--- src/rtl/alu16_pkg.sv ---
// alu16_pkg: shared opcodes, multiplier states and iteration count for alu_16.
// Contents: opcode_e (3-bit ALU select), mult_state_e (IDLE/RUN/DONE),
// MULT_ITERS (shift-add iterations per multiply).
package alu16_pkg;
    typedef enum logic [2:0] {
        OP_ADD  = 3'b000,
        OP_SUB  = 3'b001,
        OP_MULT = 3'b010,
        OP_XOR  = 3'b011,
        OP_AND  = 3'b100,
        OP_OR   = 3'b101,
        OP_SLT  = 3'b110,
        OP_NOR  = 3'b111
    } opcode_e;
    typedef enum logic [1:0] {IDLE, RUN, DONE} mult_state_e;
    localparam int MULT_ITERS = 16;
endpackage

--- src/rtl/mult16_seq.sv ---
// mult16_seq: sequential shift-add multiplier producing the low WIDTH bits of a*b.
// Ports: clk, rst_n (async active-low), i_start (opcode is MULT), i_a/i_b operands,
// o_product (product register), o_busy (high while iterating).
module mult16_seq
    import alu16_pkg::*;
#(
    parameter int WIDTH = 16
) (
    input  logic             clk,
    input  logic             rst_n,
    input  logic             i_start,
    input  logic [WIDTH-1:0] i_a,
    input  logic [WIDTH-1:0] i_b,
    output logic [WIDTH-1:0] o_product,
    output logic             o_busy
);
    localparam int CNT_W = $clog2(MULT_ITERS);
    mult_state_e      r_state, w_state_nxt;
    logic [WIDTH-1:0] r_a, r_b, r_mcand, r_mplier, r_acc, r_prod, w_acc_nxt;
    logic [CNT_W-1:0] r_cnt;
    logic             w_chg, w_load, w_step, w_last;
    // Operands are compared against the latched copy so a change in RUN or DONE
    // restarts the multiply from a fresh load.
    assign w_chg     = (i_a != r_a) || (i_b != r_b);
    assign w_load    = i_start && (r_state == IDLE || w_chg);
    assign w_step    = i_start && r_state == RUN && !w_chg;
    assign w_last    = w_step && r_cnt == CNT_W'(MULT_ITERS - 1);
    assign w_acc_nxt = r_acc + (r_mplier[0] ? r_mcand : '0);
    assign o_product = r_prod;
    assign o_busy    = r_state == RUN;
    always_ff @(posedge clk or negedge rst_n) begin
        if (!rst_n) r_state <= IDLE;
        else        r_state <= w_state_nxt;
    end
    always_comb begin
        w_state_nxt = r_state;
        w_state_nxt = !i_start ? IDLE :
                      w_load   ? RUN  :
                      w_last   ? DONE : r_state;
    end
    always_ff @(posedge clk or negedge rst_n) begin
        if (!rst_n) begin
            r_a      <= '0;
            r_b      <= '0;
            r_mcand  <= '0;
            r_mplier <= '0;
            r_acc    <= '0;
            r_prod   <= '0;
            r_cnt    <= '0;
        end else if (w_load) begin
            r_a      <= i_a;
            r_b      <= i_b;
            r_mcand  <= i_a;
            r_mplier <= i_b;
            r_acc    <= '0;
            r_prod   <= '0;
            r_cnt    <= '0;
        end else if (w_step) begin
            r_acc    <= w_acc_nxt;
            r_mcand  <= r_mcand << 1;
            r_mplier <= r_mplier >> 1;
            r_cnt    <= r_cnt + 1'b1;
            if (w_last) r_prod <= w_acc_nxt;
        end
    end
endmodule

--- src/rtl/alu_16.sv ---
// alu_16: eight-function 16-bit ALU; all ops combinational except a sequential multiply.
// Ports: clk, rst_n (async active-low), a/b operands, s2/s1/s0 opcode select,
// out (result), busy (multiply in progress).
module alu_16
    import alu16_pkg::*;
#(
    parameter int WIDTH = 16
) (
    input  logic             clk,
    input  logic             rst_n,
    input  logic [WIDTH-1:0] a,
    input  logic [WIDTH-1:0] b,
    input  logic             s2,
    input  logic             s1,
    input  logic             s0,
    output logic [WIDTH-1:0] out,
    output logic             busy
);
    opcode_e          w_op;
    logic [WIDTH-1:0] w_product;
    logic             w_slt;
    assign w_op  = opcode_e'({s2, s1, s0});
    assign w_slt = $signed(a) < $signed(b);
    mult16_seq #(.WIDTH(WIDTH)) u_mult (
        .clk      (clk),
        .rst_n    (rst_n),
        .i_start  (w_op == OP_MULT),
        .i_a      (a),
        .i_b      (b),
        .o_product(w_product),
        .o_busy   (busy)
    );
    always_comb begin
        out = '0;
        case (w_op)
            OP_ADD:  out = a + b;
            OP_SUB:  out = a - b;
            OP_MULT: out = w_product;
            OP_XOR:  out = a ^ b;
            OP_AND:  out = a & b;
            OP_OR:   out = a | b;
            OP_SLT:  out = {{(WIDTH-1){1'b0}}, w_slt};
            OP_NOR:  out = ~(a | b);
            default: out = '0;
        endcase
    end
endmodule

--- config.mk ---
export PLATFORM = sky130hd
export DESIGN_NAME = alu_16
export DESIGN_NICKNAME = d
export VERILOG_FILES = /design/src/rtl/alu16_pkg.sv /design/src/rtl/mult16_seq.sv /design/src/rtl/alu_16.sv
export SDC_FILE = /design/constraint.sdc
export NUM_CORES = 1
export LEC_CHECK = 0
export CAP_MARGIN = 20
export CORE_UTILIZATION = 40
export DETAILED_ROUTE_END_ITERATION = 16
export GPL_ROUTABILITY_DRIVEN = 0
export GPL_TIMING_DRIVEN = 1
export PLACE_DENSITY_LB_ADDON = 0.2
export SLEW_MARGIN = 40
export SYNTH_ARGS = -nofsm -noshare
export SYNTH_HDL_FRONTEND = slang
export SYNTH_HIERARCHICAL = 1
export SYNTH_SLANG_ARGS = --single-unit
--- constraint.sdc ---
create_clock -name clk -period 4.07 [get_ports clk]
set_input_delay 0.814 -clock clk [delete_from_list [all_inputs] [get_ports clk]]
set_output_delay 0.814 -clock clk [all_outputs]
set_load 0.01 [all_outputs]
-- Yosys cells after proc, flatten, opt, wreduce, memory -nomap -nowiden
Index checks and enable logic that the tools add are counted.
- add/subtract/negate cells: 4
- multipliers: 0
- div/mod/pow operators: 0
- $lt $le $gt $ge: 1
- eq/ne operators: 12
- shift-type cells: 0
- multiplexer cells: 16
- bitwise operators: 4
- reduce and logical (&&, ||, !) cells: 12
- operators by type and width (cell ; count):
    $mux W16 ; 10
    $pmux W16 S8 ; 1
    $add A16 B16 Y16 ; 2
    $ne A16 B16 Y1 ; 2
    $and A16 B16 Y16 ; 1
    $lt A16 B16 Y1 ; 1
    $not A16 Y16 ; 1
    $or A16 B16 Y16 ; 1
    $sub A16 B16 Y16 ; 1
    $xor A16 B16 Y16 ; 1
    $eq A3 B3 Y1 const B ; 4
    $mux W4 ; 2
    $eq A3 B2 Y1 const B ; 2
    $mux W2 ; 3
    $add A4 B1 Y4 const B ; 1
    $eq A4 B4 Y1 const B ; 1
    $logic_and A1 B1 Y1 ; 4
    $reduce_bool A2 Y1 ; 2
    $eq A3 B1 Y1 const B ; 1
    $logic_not A3 Y1 ; 1
    $ne A3 B3 Y1 const B ; 1
    $eq A2 B1 Y1 const B ; 1
    $logic_not A2 Y1 ; 1
    $logic_or A1 B1 Y1 ; 2
    2 further kinds ; 2
- register bits after elaboration: 102
- bits in latches: 0
- RAM bits: 0
- ROM bits: 0
- input port bits: 37
- output and inout bits: 17
- memories: 0

-- Depth between registers and ports, before layout
Gate-level depths: netlist of the first run.
- depth in word-level cells: 8
- depth in mapped cells: 12

-- By module
The synthesis of the first run kept the hierarchy.
- by module, submodules not included (module ; instances ; cells an instance ; area each (um^2) ; sequential area each (um^2)):
    mult16_seq ; 1 ; 561 ; 5268.8 ; 2552.4
    alu_16 ; 1 ; 391 ; 2750.1 ; 0.0

-- Worst setup path before layout of the first run
Ideal clock, no wire load.
- path type: input to output
- start: input port a[0]
- end: output port out[12]
- arrival: 2660 ps
- slack: 596 ps
- stages on the path: 10
- path buffers: 0
- cells stage by stage: inv_1 > ha_1 > fa_1 > nor2_1 > o221ai_2 > a221oi_2 > a22oi_1 > and2b_1 > xnor2_1 > o211ai_1
- longest elaborated chain between the ends: 2
- RTL lines (what ; line ; RTL):
    from (decl) ; alu_16.sv:11 ; input logic [WIDTH-1:0] a,
    $sub A16 B16 Y16 or $add A16 B16 Y16 (tied branches) ; alu_16.sv:37, alu_16.sv:36 ;
    $pmux W16 S8 (*) ; alu_16.sv:35 ; case (w_op)
    to (decl) ; alu_16.sv:16 ; output logic [WIDTH-1:0] out,
Mark *: on every way between the ends. The rest lies on a longest branch, timed or not.

-- Worst setup path in the final report of the first run
- start: input port a[6]
- end: output port out[15]
Same word-level chain as after synthesis.

==> flow_summary_export.csv, run 1 <==
group,metric,value,unit
clock_network,cts_sinks,102,
flow_run,drv_cap,0,
global_route,grt-ovfl-total,0,
setup_path,crit_path_start_kind,"input pin",
clock_network,worst_skew_pair.late_latency,0.35,ns
yosys,ys.flop_type,"dfrtp_1",
sta,fin_crit,4.01,ns
yosys,synth-edff-count,0,
yosys,async_reset_ff_share,100,%
placement,post-place-ws,-0.776,ns
yosys,synth_top_area_share,31.8,%
global_route,grt_max_degree,79,
floorplan,core,19500,sq um
clock_network,cts_made_buffers,9,
placement,dp_hpwl,19600,um
sta,finalWorstSetupSlack,0.0615,ns
sta,fin_skew,0.00725,ns
layout,area_delta_synth_final,31.1,%
power,power_density,301,nW/um^2
yosys,yosys.area_share.simple,18.2,%
sta,hold_viol,0,
yosys,synth.most_common_cell,"nand2_1",
sta,drv_slew,0,
setup_path,crit_required,3.26,ns
setup_path,r2r-end,"u_mult/r_acc[14]",
sta,worst_pin_slew,0.751,ns
setup_path,reg2reg_slack,1.07,ns
power,comb_power_share,34.0,%
layout,finalCoreUtilization,53.8,%
clock_network,cts_tree,"yes",
yosys,yosysSeqAreaShare,31.8,%
global_route,grt_pass1_vias,7072,
floorplan,die_w,144,um
power,power.internal,2.11,mW
routing,wire_per_inst,18.3,um
setup_path,worst-path-max-fanout,5,
layout,drive_above_1_share,24.3,%
power,pwr-share-clk,28.2,%
clock_network,htreeDepth,3,
routing,ant_nets,0,
setup_path,worstSetupPathType,"in2out",
setup_path,arrival,3.19,ns
floorplan,die_height,144,um
yosys,synth_area,8020,sq um
routing,first_iter_violations,742,
routing,via_per_inst,5.52,
yosys,synthDistinctLibCells,84,
sta,min_period_over_period,98.5,%
yosys,yosys-top-cells-count,"nand2_1 (163), dfrtp_1 (102), inv_1 (89)",
setup_path,worst-r2r-cell-count,11,
yosys,yosysTopAreaCell,"dfrtp_1",
global_route,track_usage,25.1,%
setup_path,cp-end-kind,"primary output",
setup_path,r2r-start,"u_mult/r_mplier[0]",
routing,drc,0,
yosys,synth_seq_cells,102,
global_route,antenna_found_initial,0,
routing,drt_first_pass_iters,6,
floorplan,die-area,20600,sq um
yosys,synth_fp_nets,1056,
power,peakVddDrop,0.000233,V
sta,finalSetupViolations,0,
yosys,syn_inst,952,
routing,wirelength,25500,um
status,status,"completed",
routing,dr_total_vias,7684,
min_path,hold_class,"in2async",
clock_network,cts_root_buffer,"clkbuf_16",
yosys,synth_fa_ha_area_share,10.7,%
power,p_sw,1.05,mW
sta,fin_hold_ws,0.491,ns
power,leakage,5.05,nW
yosys,synth.area.top_cells,"dfrtp_1 (32%), ha_1 (10%), nand2_1 (7.6%)",
clock_network,holdBufCountCts,0,
power,swShare,33.1,%
clock_network,clk_pin_slew,0.07,ns
sta,maxSlewHeadroom,50.0,%
sta,max_freq,249,MHz
yosys,yosysWarnings,6,
floorplan,pin_count,54,
layout,antennaDiodeCount,0,
yosys,synth_compound_area_share,21.4,%
yosys,avgSynthCellArea,8.42,sq um
floorplan,start_util,41.1,%
yosys,synthMuxAreaShare,4.18,%
setup_path,startpoint,"a[6]",
layout,fin_nets,1227,
power,sequentialPowerShare,37.8,%
yosys,synth_top_family_by_area,"compound AO/OA/AOI/OAI gates",
floorplan,rows,51,
yosys,synth-xor-area-share,5.79,%
clock_network,clockBufferDepth,2,
placement,port_buffers,53,
global_route,grt_pass1_wl,39000,um
[worst max-delay path, stage by stage]
cell and delay [ns]:
clkdlybuf4s50_1 0.47, buf_4 0.18, ha_1 0.29, a211oi_2 0.09, a311oi_4 0.39, a41oi_4 0.20
buf_6 0.16, buf_4 0.12, a311oi_2 0.23, o21ai_1 0.09, buf_2 0.14
[placed cells by master, fill, tap and decap left out, types with 29 or more instances in the layout]
cell / instances
a21oi_1: 44
buf_4: 153
dfrtp_1: 102
ha_1: 49
inv_1: 82
mux2i_1: 29
nand2_1: 163
nor2_1: 53
o21ai_0: 34
xnor2_1: 46
[state kept, by name, indices dropped and copies added, names as in the netlist]
name,count
u_mult/r_acc,16
u_mult/r_state,2
u_mult/r_mcand,16
u_mult/r_mplier,16
u_mult/r_a,16
u_mult/o_product,16
u_mult/r_cnt,4
u_mult/r_b,16
[logic make-up (layout without fill, tap and decap cells)]
family | after synthesis | in the layout
mux | 32 | 32
buf+inv | 147 | 323
flops | 102 | 102
fa+ha+maj | 67 | 67
compound gates | 231 | 231
xor+xnor | 53 | 53
simple gates | 320 | 320
[area by class of cell]
type / instances / area, sq um
inverters: 91 / 342
fillers: 1833 / 9010
clock inverters: 7 / 82.6
flip-flops and latches: 102 / 2550
clock buffers: 9 / 225
repair buffers: 216 / 1800
well taps: 265 / 332
multi-input cells: 703 / 5180
[per-layer routing]
layer  wire, um  global-route usage, %  up-vias
met5          0                      0        -
met4        378                   5.60        0
met3       1490                   3.27       22
met2      11600                   39.7      243
met1      12000                   36.3     3730
li1           -                      -     3689
[how the worst max path moves through the flow]
stage               cells after the start       to
floorplan                              10  out[12]
global placement                       12  out[12]
detailed placement                     12  out[12]
CTS                                    12  out[10]
global route                           13  out[11]
finish                                 11  out[15]
[per-stage QoR]
step / instance area (sq um) / power, mW / setup TNS (ns) / std cells
floorplan: 8020 / 1.78 / 0 / 952
global route: 10500 / 3.32 / -0.161 / 1393
CTS: 10200 / 3.12 / -0.116 / 1390
finish: 10500 / 3.16 / 0 / 1393
global placement: 9810 / 2.20 / -6.33 / 1372
detailed placement: 9810 / 2.22 / -6.55 / 1372
[power groups by stage]
stage          registers [mW]  logic, mW  clock network (mW)
2_1_floorplan            1.19      0.593                   0
3_3_place_gp             1.21      0.997                   0
3_5_place_dp             1.21       1.00                   0
4_1_cts                  1.19       1.02               0.910
5_1_grt                  1.20       1.17               0.947
6_report                 1.19       1.07               0.892
[repair_timing]
action / 4_1_cts / 5_1_grt
buffers inserted: 2 / 4
endpoints found under the setup margin: 13 / 12
pin swaps: 11 / 12
gates resized for setup: 72 / 56
(Power assumes the default switching activity.)
==> run 2, diff against run 1 <==
--- a/config.mk
+++ b/config.mk
@@ -9,7 +9,6 @@
 export CORE_UTILIZATION = 40
 export DETAILED_ROUTE_END_ITERATION = 16
 export GPL_ROUTABILITY_DRIVEN = 0
-export GPL_TIMING_DRIVEN = 1
 export PLACE_DENSITY_LB_ADDON = 0.2
 export SLEW_MARGIN = 40
 export SYNTH_ARGS = -nofsm -noshare
==> results of run 2 <==
Final layout, timing and power as in run 1 (identical DEF).
==> run 3, diff against run 2 <==
--- a/config.mk
+++ b/config.mk
@@ -9,6 +9,7 @@
 export CORE_UTILIZATION = 40
 export DETAILED_ROUTE_END_ITERATION = 16
 export GPL_ROUTABILITY_DRIVEN = 0
+export MAX_ROUTING_LAYER = met4
 export PLACE_DENSITY_LB_ADDON = 0.2
 export SLEW_MARGIN = 40
 export SYNTH_ARGS = -nofsm -noshare
==> constraint.sdc (replaced) <==
create_clock -name clk -period 4.07 [get_ports clk]
set_input_delay 1.0175 -clock clk [delete_from_list [all_inputs] [get_ports clk]]
set_output_delay 1.0175 -clock clk [all_outputs]
set_load 0.01 [all_outputs]
==> flow_summary_export.csv, run 3 (synthesized netlist as in run 1, its figures left out) <==
group,metric,value,unit
placement,dp.cells,1389,
min_path,min_to,"u_mult/r_b[10]",
sta,drv_slew,0,
layout,fin_nets,1267,
sta,rsz0062_at_grt,"true",
layout,fillers,1737,
power,leakage,5.23,nW
layout,final_cells,1434,
power,pwr-share-clk,27.5,%
setup_path,arrival,3.16,ns
min_path,min_delay_path_depth,2,
routing,via_per_inst,5.50,
layout,area_delta_synth_final,37.8,%
sta,finalSetupTns,-0.214,ns
routing,first_iter_violations,724,
routing,dr_total_vias,7885,
sta,fin_skew,0.00915,ns
floorplan,core,19500,sq um
global_route,antenna_found_initial,1,
global_route,grt_pass1_vias,7432,
power,p_total,3.25,mW
layout,layout_common_cells,"buf_4 (178), nand2_1 (163), dfrtp_1 (102)",
clock_network,cts_root_buffer,"clkbuf_16",
power,comb_power_share,35.8,%
setup_path,crit_path_start_kind,"input pin",
sta,max_freq,240,MHz
floorplan,rows,51,
sta,maxSlewHeadroom,53.6,%
routing,wirelength,26900,um
min_path,hold_start,"u_mult/r_b[10]",
power,peakVddDrop,0.000242,V
sta,finalSetupViolations,4,
setup_path,worst-path-max-fanout,3,
routing,drt_first_pass_iters,8,
sta,fin_crit,4.17,ns
flow_run,drv_cap,0,
clock_network,worst_skew_pair.late_latency,0.35,ns
placement,post-place-ws,-1.18,ns
floorplan,pin_count,54,
setup_path,path_cells,"buf_8 -> inv_8 -> ha_4 -> buf_6 -> a21o_1 -> nand4_1 -> a311oi_2 -> o22a_2 -> buf_4 -> mux2i_4 -> xnor2_2 -> o221ai_2 -> buf_2",
power,p_sw,1.09,mW
clock_network,holdBufCountCts,0,
layout,final_common_cell,"buf_4",
floorplan,die-area,20600,sq um
layout,drive_above_1_share,31.8,%
power,swShare,33.5,%
setup_path,cp-end-kind,"primary output",
global_route,grt-ovfl-total,0,
clock_network,htreeDepth,3,
min_path,hold_class,"reg2reg",
setup_path,crit_slowest_cell,"a311oi_2",
sta,min_period_over_period,103,%
global_route,grt_pass1_wl,41100,um
status,status,"finished, violations left",
sta,worst_pin_slew,0.696,ns
routing,wire_per_inst,18.7,um
setup_path,r2r-start,"u_mult/r_mplier[0]",
sta,fin_hold_ws,0.498,ns
floorplan,die_height,144,um
clock_network,cts_sinks,102,
setup_path,crit_path_max_incr_delay,0.38,ns
global_route,grt_max_degree,76,
placement,place_area,9950,sq um
routing,drc,0,
layout,finalCoreUtilization,56.6,%
status,violations,"negative setup slack",
power,sequentialPowerShare,36.7,%
placement,port_buffers,53,
clock_network,clk_pin_slew,0.07,ns
power,power_density,294,nW/um^2
global_route,track_usage,27.2,%
layout,final_cell_area,11000,sq um
floorplan,start_util,41.1,%
placement,dp_hpwl,20100,um
floorplan,die_w,144,um
routing,ant_nets,0,
clock_network,cts_made_buffers,9,
setup_path,reg2reg_slack,1.04,ns
setup_path,crit_required,3.05,ns
setup_path,worst-r2r-cell-count,11,
setup_path,r2r-end,"u_mult/r_acc[14]",
power,power.internal,2.16,mW
setup_path,worstSetupPathType,"in2out",
clock_network,cts_tree,"yes",
sta,finalWorstSetupSlack,-0.103,ns
clock_network,clockBufferDepth,2,
sta,hold_viol,0,
==> run 3: layer usage <==
| metal | GRT usage, % | up-vias | routed length (um) |
|---|---|---|---|
| li1 | - | 3768 | - |
| met2 | 41.6 | 269 | 12300 |
| met5 | - | - | 0 |
| met4 | 7.84 | 0 | 584 |
| met3 | 3.80 | 41 | 1660 |
| met1 | 37.5 | 3807 | 12300 |
==> run 3: what timing repair did <==
| item | in CTS | in global routing |
|---|---|---|
| pin swaps | 42 | 31 |
| buffers inserted | 21 | 8 |
| gates cloned | 0 | 0 |
| endpoints found under the setup margin | 16 | 13 |
| gates resized for setup | 265 | 37 |
==> run 3: worst max path at each step <==
stage | start | to | slack, ns
after CTS | a[0] | out[12] | -0.11
after floorplan | a[0] | out[12] | 0.19
after global placement | a[0] | out[12] | -1.13
after global routing | a[1] | out[11] | -0.21
final | a[1] | out[11] | -0.10
after detailed placement | a[0] | out[12] | -1.18
==> run 3: cell type report <==
cell class / count / area (sq um) / share of cell area, %
diodes: 1 / 2.50 / 0.0227
clock inverters: 7 / 80.1 / 0.725
flip-flops and latches: 102 / 2550 / 23.1
repair buffers: 256 / 2080 / 18.8
clock buffers: 9 / 225 / 2.04
multi-input cells: 703 / 5410 / 49.0
inverters: 91 / 364 / 3.30
well taps: 265 / 332 / 3.00
==> run 3: power by group through the flow <==
stage | Clock (mW) | Combinational [mW] | Sequential [mW]
after floorplan | 0 | 0.593 | 1.19
after global placement | 0 | 1.01 | 1.21
after detailed placement | 0 | 1.02 | 1.21
after CTS | 0.912 | 1.13 | 1.19
after global routing | 0.945 | 1.26 | 1.20
final | 0.895 | 1.16 | 1.19
==> run 3: critical path, delay by kind of cell <==
family	cells	cell delay, ns
buffers and inverters	5	0.52
adder cells (fa/ha/maj)	1	0.27
AO/OA/AOI/OAI	4	0.95
multiplexers	1	0.06
AND/OR/NAND/NOR	1	0.18
XOR/XNOR	1	0.15
